--- config.mk ---
export PLATFORM = sky130hd
export DESIGN_NAME = rv_wb_arbiter
export DESIGN_NICKNAME = d
export VERILOG_FILES = /design/src/rtl/rv_configs.sv /design/src/rtl/rv_wb_arbiter_pkg.sv /design/src/rtl/rv_wb_queue.sv /design/src/rtl/rv_wb_arbiter.sv
export SDC_FILE = /design/constraint.sdc
export NUM_CORES = 1
export LEC_CHECK = 0
export CAP_MARGIN = 5
export CORE_UTILIZATION = 35
export DETAILED_ROUTE_END_ITERATION = 16
export PLACE_DENSITY = 0.54
export SYNTH_ARGS = -nofsm -noshare
export SYNTH_HDL_FRONTEND = slang
export SYNTH_HIERARCHICAL = 1
export SYNTH_SLANG_ARGS = --single-unit
--- constraint.sdc ---
create_clock -name i_wb_clk -period 13.75 [get_ports i_wb_clk]
set_input_delay 1.375 -clock i_wb_clk [delete_from_list [all_inputs] [get_ports i_wb_clk]]
set_output_delay 1.375 -clock i_wb_clk [all_outputs]
set_load 0.05 [all_outputs]
--- src/rtl/rv_configs.sv ---
// Global configuration defaults shared by the write-back block.
`ifndef XLEN
`define XLEN 32
`endif
`ifndef WB_DEPTH
`define WB_DEPTH 4
`endif

--- src/rtl/rv_wb_arbiter_pkg.sv ---
// Shared types and helpers for the write-back arbiter and its load queue.
`ifndef XLEN
`define XLEN 32
`endif
`ifndef WB_DEPTH
`define WB_DEPTH 4
`endif

package rv_wb_arbiter_pkg;

    localparam int REG_AW = 5;
    localparam int NREGS  = 32;

    // Which producer owns the register file write slot this cycle.
    typedef enum logic [1:0] {
        SRC_NONE = 2'd0,
        SRC_EX   = 2'd1,
        SRC_LD   = 2'd2
    } wb_src_e;

    // One-hot decode of a register index into a 32-bit mask.
    function automatic logic [NREGS-1:0] onehot_rd(input logic [REG_AW-1:0] rd);
        logic [NREGS-1:0] m;
        m = {NREGS{1'b0}};
        m[rd] = 1'b1;
        return m;
    endfunction

endpackage

--- src/rtl/rv_wb_queue.sv ---
// Circular buffer of pending load write-backs. Each entry carries a live bit
// that a younger pipeline write to the same register can clear; killed
// entries still occupy a slot until they reach the head and are popped.
`ifndef XLEN
`define XLEN 32
`endif
`ifndef WB_DEPTH
`define WB_DEPTH 4
`endif

module rv_wb_queue
    import rv_wb_arbiter_pkg::*;
#(
    parameter int XLEN  = `XLEN,
    parameter int DEPTH = `WB_DEPTH
) (
    input  logic                   clk_i,
    input  logic                   rst_i,
    input  logic                   enq_i,
    input  logic [REG_AW-1:0]      enq_rd_i,
    input  logic [XLEN-1:0]        enq_data_i,
    input  logic                   deq_i,
    input  logic                   kill_i,
    input  logic [REG_AW-1:0]      kill_rd_i,
    output logic [$clog2(DEPTH):0] count_o,
    output logic                   head_live_o,
    output logic [REG_AW-1:0]      head_rd_o,
    output logic [XLEN-1:0]        head_data_o,
    output logic [NREGS-1:0]       busy_mask_o
);

    localparam int PW = $clog2(DEPTH);
    localparam int CW = PW + 1;

    logic [REG_AW-1:0] rd_q   [DEPTH];
    logic [XLEN-1:0]   data_q [DEPTH];
    logic [DEPTH-1:0]  live_q, live_d;
    logic [PW-1:0]     head_q, head_d;
    logic [PW-1:0]     tail_q, tail_d;
    logic [CW-1:0]     count_q, count_d;

    // Live-bit update: kill older matches, retire the head, arm the new tail.
    always_comb begin
        live_d = live_q;
        if (kill_i) begin
            for (int i = 0; i < DEPTH; i++) begin
                if (rd_q[i] == kill_rd_i) begin
                    live_d[i] = 1'b0;
                end else begin
                    live_d[i] = live_d[i];
                end
            end
        end else begin
            live_d = live_q;
        end
        if (deq_i) begin
            live_d[head_q] = 1'b0;
        end else begin
            live_d = live_d;
        end
        if (enq_i) begin
            live_d[tail_q] = 1'b1;
        end else begin
            live_d = live_d;
        end
    end

    // Pointer and occupancy next-state; pointers wrap naturally at DEPTH.
    always_comb begin
        head_d  = head_q;
        tail_d  = tail_q;
        count_d = count_q;
        if (deq_i) begin
            head_d = head_q + PW'(1);
        end else begin
            head_d = head_q;
        end
        if (enq_i) begin
            tail_d = tail_q + PW'(1);
        end else begin
            tail_d = tail_q;
        end
        case ({enq_i, deq_i})
            2'b10:   count_d = count_q + CW'(1);
            2'b01:   count_d = count_q - CW'(1);
            default: count_d = count_q;
        endcase
    end

    // Queue state registers; reset drops every pending load.
    always_ff @(posedge clk_i or posedge rst_i) begin
        if (rst_i) begin
            head_q  <= {PW{1'b0}};
            tail_q  <= {PW{1'b0}};
            count_q <= {CW{1'b0}};
            live_q  <= {DEPTH{1'b0}};
            for (int i = 0; i < DEPTH; i++) begin
                rd_q[i]   <= {REG_AW{1'b0}};
                data_q[i] <= {XLEN{1'b0}};
            end
        end else begin
            head_q  <= head_d;
            tail_q  <= tail_d;
            count_q <= count_d;
            live_q  <= live_d;
            if (enq_i) begin
                rd_q[tail_q]   <= enq_rd_i;
                data_q[tail_q] <= enq_data_i;
            end
        end
    end

    // Busy mask reflects only registered live entries, never this cycle's input.
    always_comb begin
        busy_mask_o = {NREGS{1'b0}};
        for (int i = 0; i < DEPTH; i++) begin
            if (live_q[i]) begin
                busy_mask_o = busy_mask_o | onehot_rd(rd_q[i]);
            end else begin
                busy_mask_o = busy_mask_o;
            end
        end
    end

    assign count_o     = count_q;
    assign head_live_o = live_q[head_q];
    assign head_rd_o   = rd_q[head_q];
    assign head_data_o = data_q[head_q];

endmodule

--- src/rtl/rv_wb_arbiter.sv ---
// Sole driver of the register file write port. Pipeline results always win
// the slot; queued load responses drain into idle cycles, and a pipeline
// write kills any older queued load to the same register.
`ifndef XLEN
`define XLEN 32
`endif
`ifndef WB_DEPTH
`define WB_DEPTH 4
`endif

module rv_wb_arbiter
    import rv_wb_arbiter_pkg::*;
#(
    parameter int XLEN  = `XLEN,
    parameter int DEPTH = `WB_DEPTH
) (
    input  logic                   i_wb_clk,
    input  logic                   i_wb_rst,
    input  logic                   i_wb_ex_valid,
    input  logic [4:0]             i_wb_ex_rd,
    input  logic [XLEN-1:0]        i_wb_ex_data,
    input  logic                   i_wb_ld_valid,
    output logic                   o_wb_ld_ready,
    input  logic [4:0]             i_wb_ld_rd,
    input  logic [XLEN-1:0]        i_wb_ld_data,
    output logic                   o_rf_we,
    output logic [4:0]             o_rf_wa,
    output logic [XLEN-1:0]        o_rf_wd,
    output logic [31:0]            o_wb_busy_mask,
    output logic [$clog2(DEPTH):0] o_wb_count
);

    localparam int CW = $clog2(DEPTH) + 1;

    logic            ex_wr_s;
    logic            ld_fire_s;
    logic            enq_s;
    logic            deq_s;
    logic            head_live_s;
    logic [4:0]      head_rd_s;
    logic [XLEN-1:0] head_data_s;
    logic [CW-1:0]   count_s;
    wb_src_e         src_s;

    logic            rf_we_q, rf_we_d;
    logic [4:0]      rf_wa_q, rf_wa_d;
    logic [XLEN-1:0] rf_wd_q, rf_wd_d;

    rv_wb_queue #(
        .XLEN  (XLEN),
        .DEPTH (DEPTH)
    ) u_queue (
        .clk_i       (i_wb_clk),
        .rst_i       (i_wb_rst),
        .enq_i       (enq_s),
        .enq_rd_i    (i_wb_ld_rd),
        .enq_data_i  (i_wb_ld_data),
        .deq_i       (deq_s),
        .kill_i      (ex_wr_s),
        .kill_rd_i   (i_wb_ex_rd),
        .count_o     (count_s),
        .head_live_o (head_live_s),
        .head_rd_o   (head_rd_s),
        .head_data_o (head_data_s),
        .busy_mask_o (o_wb_busy_mask)
    );

    // Handshake, x0 filter and same-cycle WAW drop decide what enters the queue.
    always_comb begin
        o_wb_ld_ready = (count_s < CW'(DEPTH));
        ex_wr_s       = i_wb_ex_valid && (i_wb_ex_rd != 5'd0);
        ld_fire_s     = i_wb_ld_valid && o_wb_ld_ready;
        if (ld_fire_s && (i_wb_ld_rd != 5'd0) && !(ex_wr_s && (i_wb_ex_rd == i_wb_ld_rd))) begin
            enq_s = 1'b1;
        end else begin
            enq_s = 1'b0;
        end
    end

    // Slot arbitration: pipeline first, otherwise pop the head (written only if live).
    always_comb begin
        src_s   = SRC_NONE;
        deq_s   = 1'b0;
        rf_we_d = 1'b0;
        rf_wa_d = 5'd0;
        rf_wd_d = {XLEN{1'b0}};
        if (ex_wr_s) begin
            src_s = SRC_EX;
        end else if (count_s != {CW{1'b0}}) begin
            src_s = SRC_LD;
        end else begin
            src_s = SRC_NONE;
        end
        case (src_s)
            SRC_EX: begin
                rf_we_d = 1'b1;
                rf_wa_d = i_wb_ex_rd;
                rf_wd_d = i_wb_ex_data;
            end
            SRC_LD: begin
                deq_s = 1'b1;
                if (head_live_s) begin
                    rf_we_d = 1'b1;
                    rf_wa_d = head_rd_s;
                    rf_wd_d = head_data_s;
                end else begin
                    rf_we_d = 1'b0;
                end
            end
            default: begin
                rf_we_d = 1'b0;
            end
        endcase
    end

    // Registered register-file write port.
    always_ff @(posedge i_wb_clk or posedge i_wb_rst) begin
        if (i_wb_rst) begin
            rf_we_q <= 1'b0;
            rf_wa_q <= 5'd0;
            rf_wd_q <= {XLEN{1'b0}};
        end else begin
            rf_we_q <= rf_we_d;
            rf_wa_q <= rf_wa_d;
            rf_wd_q <= rf_wd_d;
        end
    end

    assign o_rf_we    = rf_we_q;
    assign o_rf_wa    = rf_wa_q;
    assign o_rf_wd    = rf_wd_q;
    assign o_wb_count = count_s;

endmodule

==> reports/metrics.cfg <==
[outcome]
status=finished clean

[synthesis]
netlist_instances=772
synth_top_family_by_area=multiplexers
syn-cell-area_mm2=0.0100
synth_adder_area_share=0.0132
yosys_warnings=6
seq_area_frac_synth=0.491
synth_edf_count=0
ys.flop_type=dfrtp_1
synth.distinct_cells=50
yosys_register_bits=197
synth_simple_gate_area_share=0.0689
yosysTopAreaCell=dfrtp_1
synth_compound_area_frac=0.104
yosys.area_share.xor_xnor=0.0262
synth_top_area_frac=0.491
synthMuxAreaShare=0.252
synth_area_leaders=dfrtp_1, mux2_2, mux4_2
avgSynthCellArea_um2=13.0
async_reset_ff_frac=1.00
synth_nets=860

[finish]
regArea_mm2=0.00493
fill_cells=2624
drive_above_1_share=0.278
fin_area_mm2=0.0123
layout_commonest_cell=dfrtp_1
utilization=0.440
diodes=0
multi_input_area_mm2=0.00468
mostFrequentLayoutCells=dfrtp_1, clkdlybuf4s50_1, mux2_2, nand2_1, mux4_2
final_nets=966
syn_to_final_growth_pct=22.8
fin_cells=1269

[global_routing]
antenna_found_initial=0
grt_pass1_wl_um=42400
track_usage=0.192
grt_max_degree=82
grt_pass1_vias=7226
grt_overflow=0

[route]
route.detailed.drc=0
routed_wl_um=27300
drtIter0Drc=570
drtPass1Iterations=6
viasPerCell=5.53
ant_nets=0
vias=7016
post_drt_wl_per_cell_um=21.5

[critical_path]
crit_fanout=41
crit_type=in -> reg
cp-end-kind=flip-flop
startpoint_type=primary input
worstPathRequired_ps=14050
arrival_ps=5550

[power_and_ir_drop]
p_per_area_mw_per_mm2=239
ir_drop_v=0.0000870
leakagePower_nw=4.88

[clocking]
cts_root_buf=clkbuf_16
clk_path_buf_depth=2
cts_buffers=17
clkTransAtPathRegs_ps=80
cts.sinks=197
htreeDepth=4
cts_setup_buffers=0
ctsResizeCount=0
hold_buffers=0
cts_tree=yes
clock_latency_ps=430

[placed_design]
place_inst=1237
pre_cts_ws_ps=8010
placed_area_mm2=0.0117
gp_routability_congestion=0.872
hpwlAfterDp_um=17300
io_buffers=151

[worst_hold_path]
holdCritPathClass=reg -> reg

[floorplanning]
die-area_mm2=0.0293
die_y_um=171
initial_utilization=0.358
core_mm2=0.0280
pin_count=152
die_x_um=171
row_count=61

[timing]
finalSetupTns_ps=0
maxSlewHeadroom=0.247
finalCriticalPeriod_ps=5250
finalSetupViolCount=0
worst_pin_slew_ps=1130
slew_viol_final=0
setup_slack_ps=8500
rsz0062_at_grt=false
period_share=0.382
finalHoldViolations=0
fin_skew_ps=11.8
fmax_ghz=0.191

[job]
max_cap_viol_count=0

## per-stage QoR
step	hold WS (ps)	power, mW
floorplan	474	2.03
global placement	482	2.40
detailed placement	487	2.42
CTS	505	2.96
global route	518	3.10
finish	503	2.94
## worst max-delay path, cell delays in order
cell and delay (ps):
clkdlybuf4s50_1 620, or4_4 810, o21ai_4 260, inv_2 320
a31oi_1 710, nand2_2 870, mux2_2 550
## path summary, 6_finish.rpt
path / start / endpoint / slack (ps) / cells after the start
max: i_wb_ex_rd[0] / u_queue/data_q[71] / 8500 / 7
min: u_queue/data_q[20] / u_queue/data_q[20] / 500 / 1
max reg2reg: u_queue/count_o[2] / u_queue/data_q[71] / 10770 / 5
min reg2reg: u_queue/data_q[20] / u_queue/data_q[20] / 500 / 1
max in group asynchronous: i_wb_rst / u_queue/data_q[124] / 10720 / 3
min in group asynchronous: i_wb_rst / u_queue/data_q[14] / 1500 / 2
## kinds of logic (layout without fill, tap and decap cells)
kind of cell | Yosys count | in the layout
compound gates | 144 | 144
flops | 197 | 197
xor+xnor | 30 | 30
mux | 187 | 187
buf+inv | 83 | 202
fa+ha+maj | 10 | 10
simple gates | 121 | 121
## synthesized netlist by cell type (12+ instances only)
cell	instances
o221ai_1	13
dfrtp_1	197
clkbuf_1	22
o211ai_1	33
buf_2	32
mux2_2	148
a221o_1	16
xor2_1	25
o21ai_0	19
o22ai_1	19
a22oi_1	12
mux4_2	38
nand2_1	52
o21ai_1	17
## power by group
| part | internal (mW) | switching (mW) | total (mW) |
|---|---|---|---|
| registers | 0.849 | 0.223 | 1.07 |
| clock network | 0.281 | 0.247 | 0.528 |
| logic | 0.624 | 0.713 | 1.34 |
## cell type report
cell class	instances	area share
Tap cell	378	0.0384
Clock buffer	17	0.0345
Multi-Input combinational cell	492	0.380
Inverter	12	0.00406
Sequential cell	197	0.400
Timing Repair Buffer	158	0.126
Clock inverter	15	0.0168
## state kept, by name (all words and copies together), names as in the netlist
| signal | cells |
|---|---|
| u_queue/live_q | 4 |
| o_rf_wa | 5 |
| o_rf_wd | 32 |
| o_rf_we | 1 |
| u_queue/head_q | 2 |
| u_queue/tail_q | 2 |
| u_queue/rd_q | 20 |
| u_queue/data_q | 128 |
| u_queue/count_o | 3 |
## routing by layer
metal  up-vias  track usage  wire [um]
li1       3114            -          -
met1      3608        0.263      12300
met2       256        0.316      13100
met3        38       0.0308       1420
met4         0       0.0505        443
met5         -            0          0
Note: power is estimated with default switching activity, not from simulation.
==> patch (same flow settings) <==
Reset style: synchronous (`i_wb_rst` and `rst_i`), changed in 2 clocked blocks.
--- a/src/rtl/rv_wb_queue.sv
+++ b/src/rtl/rv_wb_queue.sv
@@ -88,7 +88,7 @@
     end
 
     // Queue state registers; reset drops every pending load.
-    always_ff @(posedge clk_i or posedge rst_i) begin
+    always_ff @(posedge clk_i) begin
         if (rst_i) begin
             head_q  <= {PW{1'b0}};
             tail_q  <= {PW{1'b0}};
--- a/src/rtl/rv_wb_arbiter.sv
+++ b/src/rtl/rv_wb_arbiter.sv
@@ -114,7 +114,7 @@
     end
 
     // Registered register-file write port.
-    always_ff @(posedge i_wb_clk or posedge i_wb_rst) begin
+    always_ff @(posedge i_wb_clk) begin
         if (i_wb_rst) begin
             rf_we_q <= 1'b0;
             rf_wa_q <= 5'd0;
Formal check against the unedited RTL: differs if i_wb_rst is asserted again (counterexample within 4 cycles, from zero or initial values and one cycle with i_wb_rst high); with i_wb_rst held inactive, the same outputs for 4 cycles.
==> patch against the original RTL <==
  * Final area increased by 1.6%
  * Sequential cell count grew 2
  * Core utilization fell by 0.36 points
  * Wire length fell by 2.9%
  * Non-clock buffer count stayed put
  * Critical path type unchanged
  * Worst setup slack lost 0.36 ns
  * Highest routed layer unchanged
  * Synthesized area grew 1.7%
Power is not compared: it rests on default switching activity, and its combinational part moved more than twofold at a synthesized area within 25%.
==> patch: results (changes against the original RTL) <==
* Status: complete, no violations (unchanged)
* Critical Path AT at 5.70 ns (was 5.55 ns)
* GPL Wtd Cong at 0.8742 (was 0.8720)
* Post-synthesis mux area share at 0.1173 (was 0.2525)
* Minimum clock period at 5.609 ns (was 5.246 ns)
* Multi-input gate area at 0.004374 mm2 (was 0.004676 mm2)
* Adder-Cell Fraction of Synth Area at 0.01301 (was 0.01322)
* Die width at 172.7 um (was 171.3 um)
* Worst Skew at 0.01571 ns (was 0.01185 ns)
* Syn nets at 873 (was 860)
* Total track usage at 0.1790 (was 0.1921)
* Number of flops mapped to enable cells by yosys at 148 (was 0)
* XOR/XNOR Fraction of Synth Area at 0.02491 (was 0.02619)
* Drt first pass iters at 5 (was 6)
* Vias per inst at 5.283 (was 5.529)
* Syn Area/Cell at 12.99 um2 (about the same)
* Cell variety after synth at 57 (was 50)
* R2r startpoint: u_queue/count_o[2] (unchanged)
* Via count at 6857 (was 7016)
* Yosys reg bits at 199 (was 197)
* Layout fillers at 2652 (was 2624)
* Non-clock buffer share at 0.1246 (was 0.1262)
* Cell Count Post-Placement at 1266 (was 1237)
* CP Max Fanout at 38 (was 41)
* Critical Path Source: i_wb_ex_rd[3] (was i_wb_ex_rd[0])
* Post-Place Cell Area at 0.01193 mm2 (was 0.01169 mm2)
* Hold Path Stages at 2 (was 1)
* Multi-Input Combinational at 513 (was 492)
* Fin area at 0.01252 mm2 (was 0.01232 mm2)
==> patch: cell count changes after synthesis, sizes merged, moves of 32 or more <==
cell	unedited run	this run
and2	2	149
o21ai	37	2
edfxtp	0	148
mux2i	1	34
mux2	148	0
dfrtp	197	0
nand2b	0	39
nand2	52	13
dfxtp	0	51
o211ai	33	1
==> patch: power breakdown <==
group / internal [mW] / total (mW) / switching (mW) / leakage (nW)
logic: 0.187 / 0.415 / 0.228 / 2.15
registers: 0.720 / 0.796 / 0.0768 / 1.96
clock network: 0.277 / 0.508 / 0.231 / 0.288
==> patch: cell families (layout without fill, tap and decap cells) <==
logic type,Yosys count,in the layout
AO/OA/AOI/OAI,91,91
multiplexers,72,72
flip-flops,199,199
AND/OR/NAND/NOR,311,311
buffers and inverters,73,202
adder cells (fa/ha/maj),10,10
XOR/XNOR,29,29
==> patch: per-layer routing <==
| metal | wire (um) | track usage |
|---|---|---|
| met5 | 0 | 0 |
| met4 | 380 | 0.05125 |
| met3 | 1401 | 0.03584 |
| met2 | 12980 | 0.3044 |
| met1 | 11730 | 0.2308 |
==> patch: worst max-delay path, stage by stage <==
cell             delay [ns]
clkdlybuf4s50_1        0.60
or4_4                  0.63
o21ai_4                0.12
buf_4                  0.56
inv_2                  0.15
a31oi_1                0.72
inv_1                  0.22
o31ai_4                0.79
buf_4                  0.47
==> patch: worst min path at each step <==
stage / from / end / slack (ns)
finish: u_queue/count_o[2] / u_queue/count_o[2] / 0.56
global route: u_queue/count_o[1] / u_queue/count_o[1] / 0.62
CTS: u_queue/count_o[2] / u_queue/count_o[2] / 0.57
detailed placement: u_queue/count_o[2] / u_queue/count_o[2] / 0.56
global placement: u_queue/count_o[2] / u_queue/count_o[2] / 0.55
floorplan: u_queue/head_q[1] / flop / 0.56
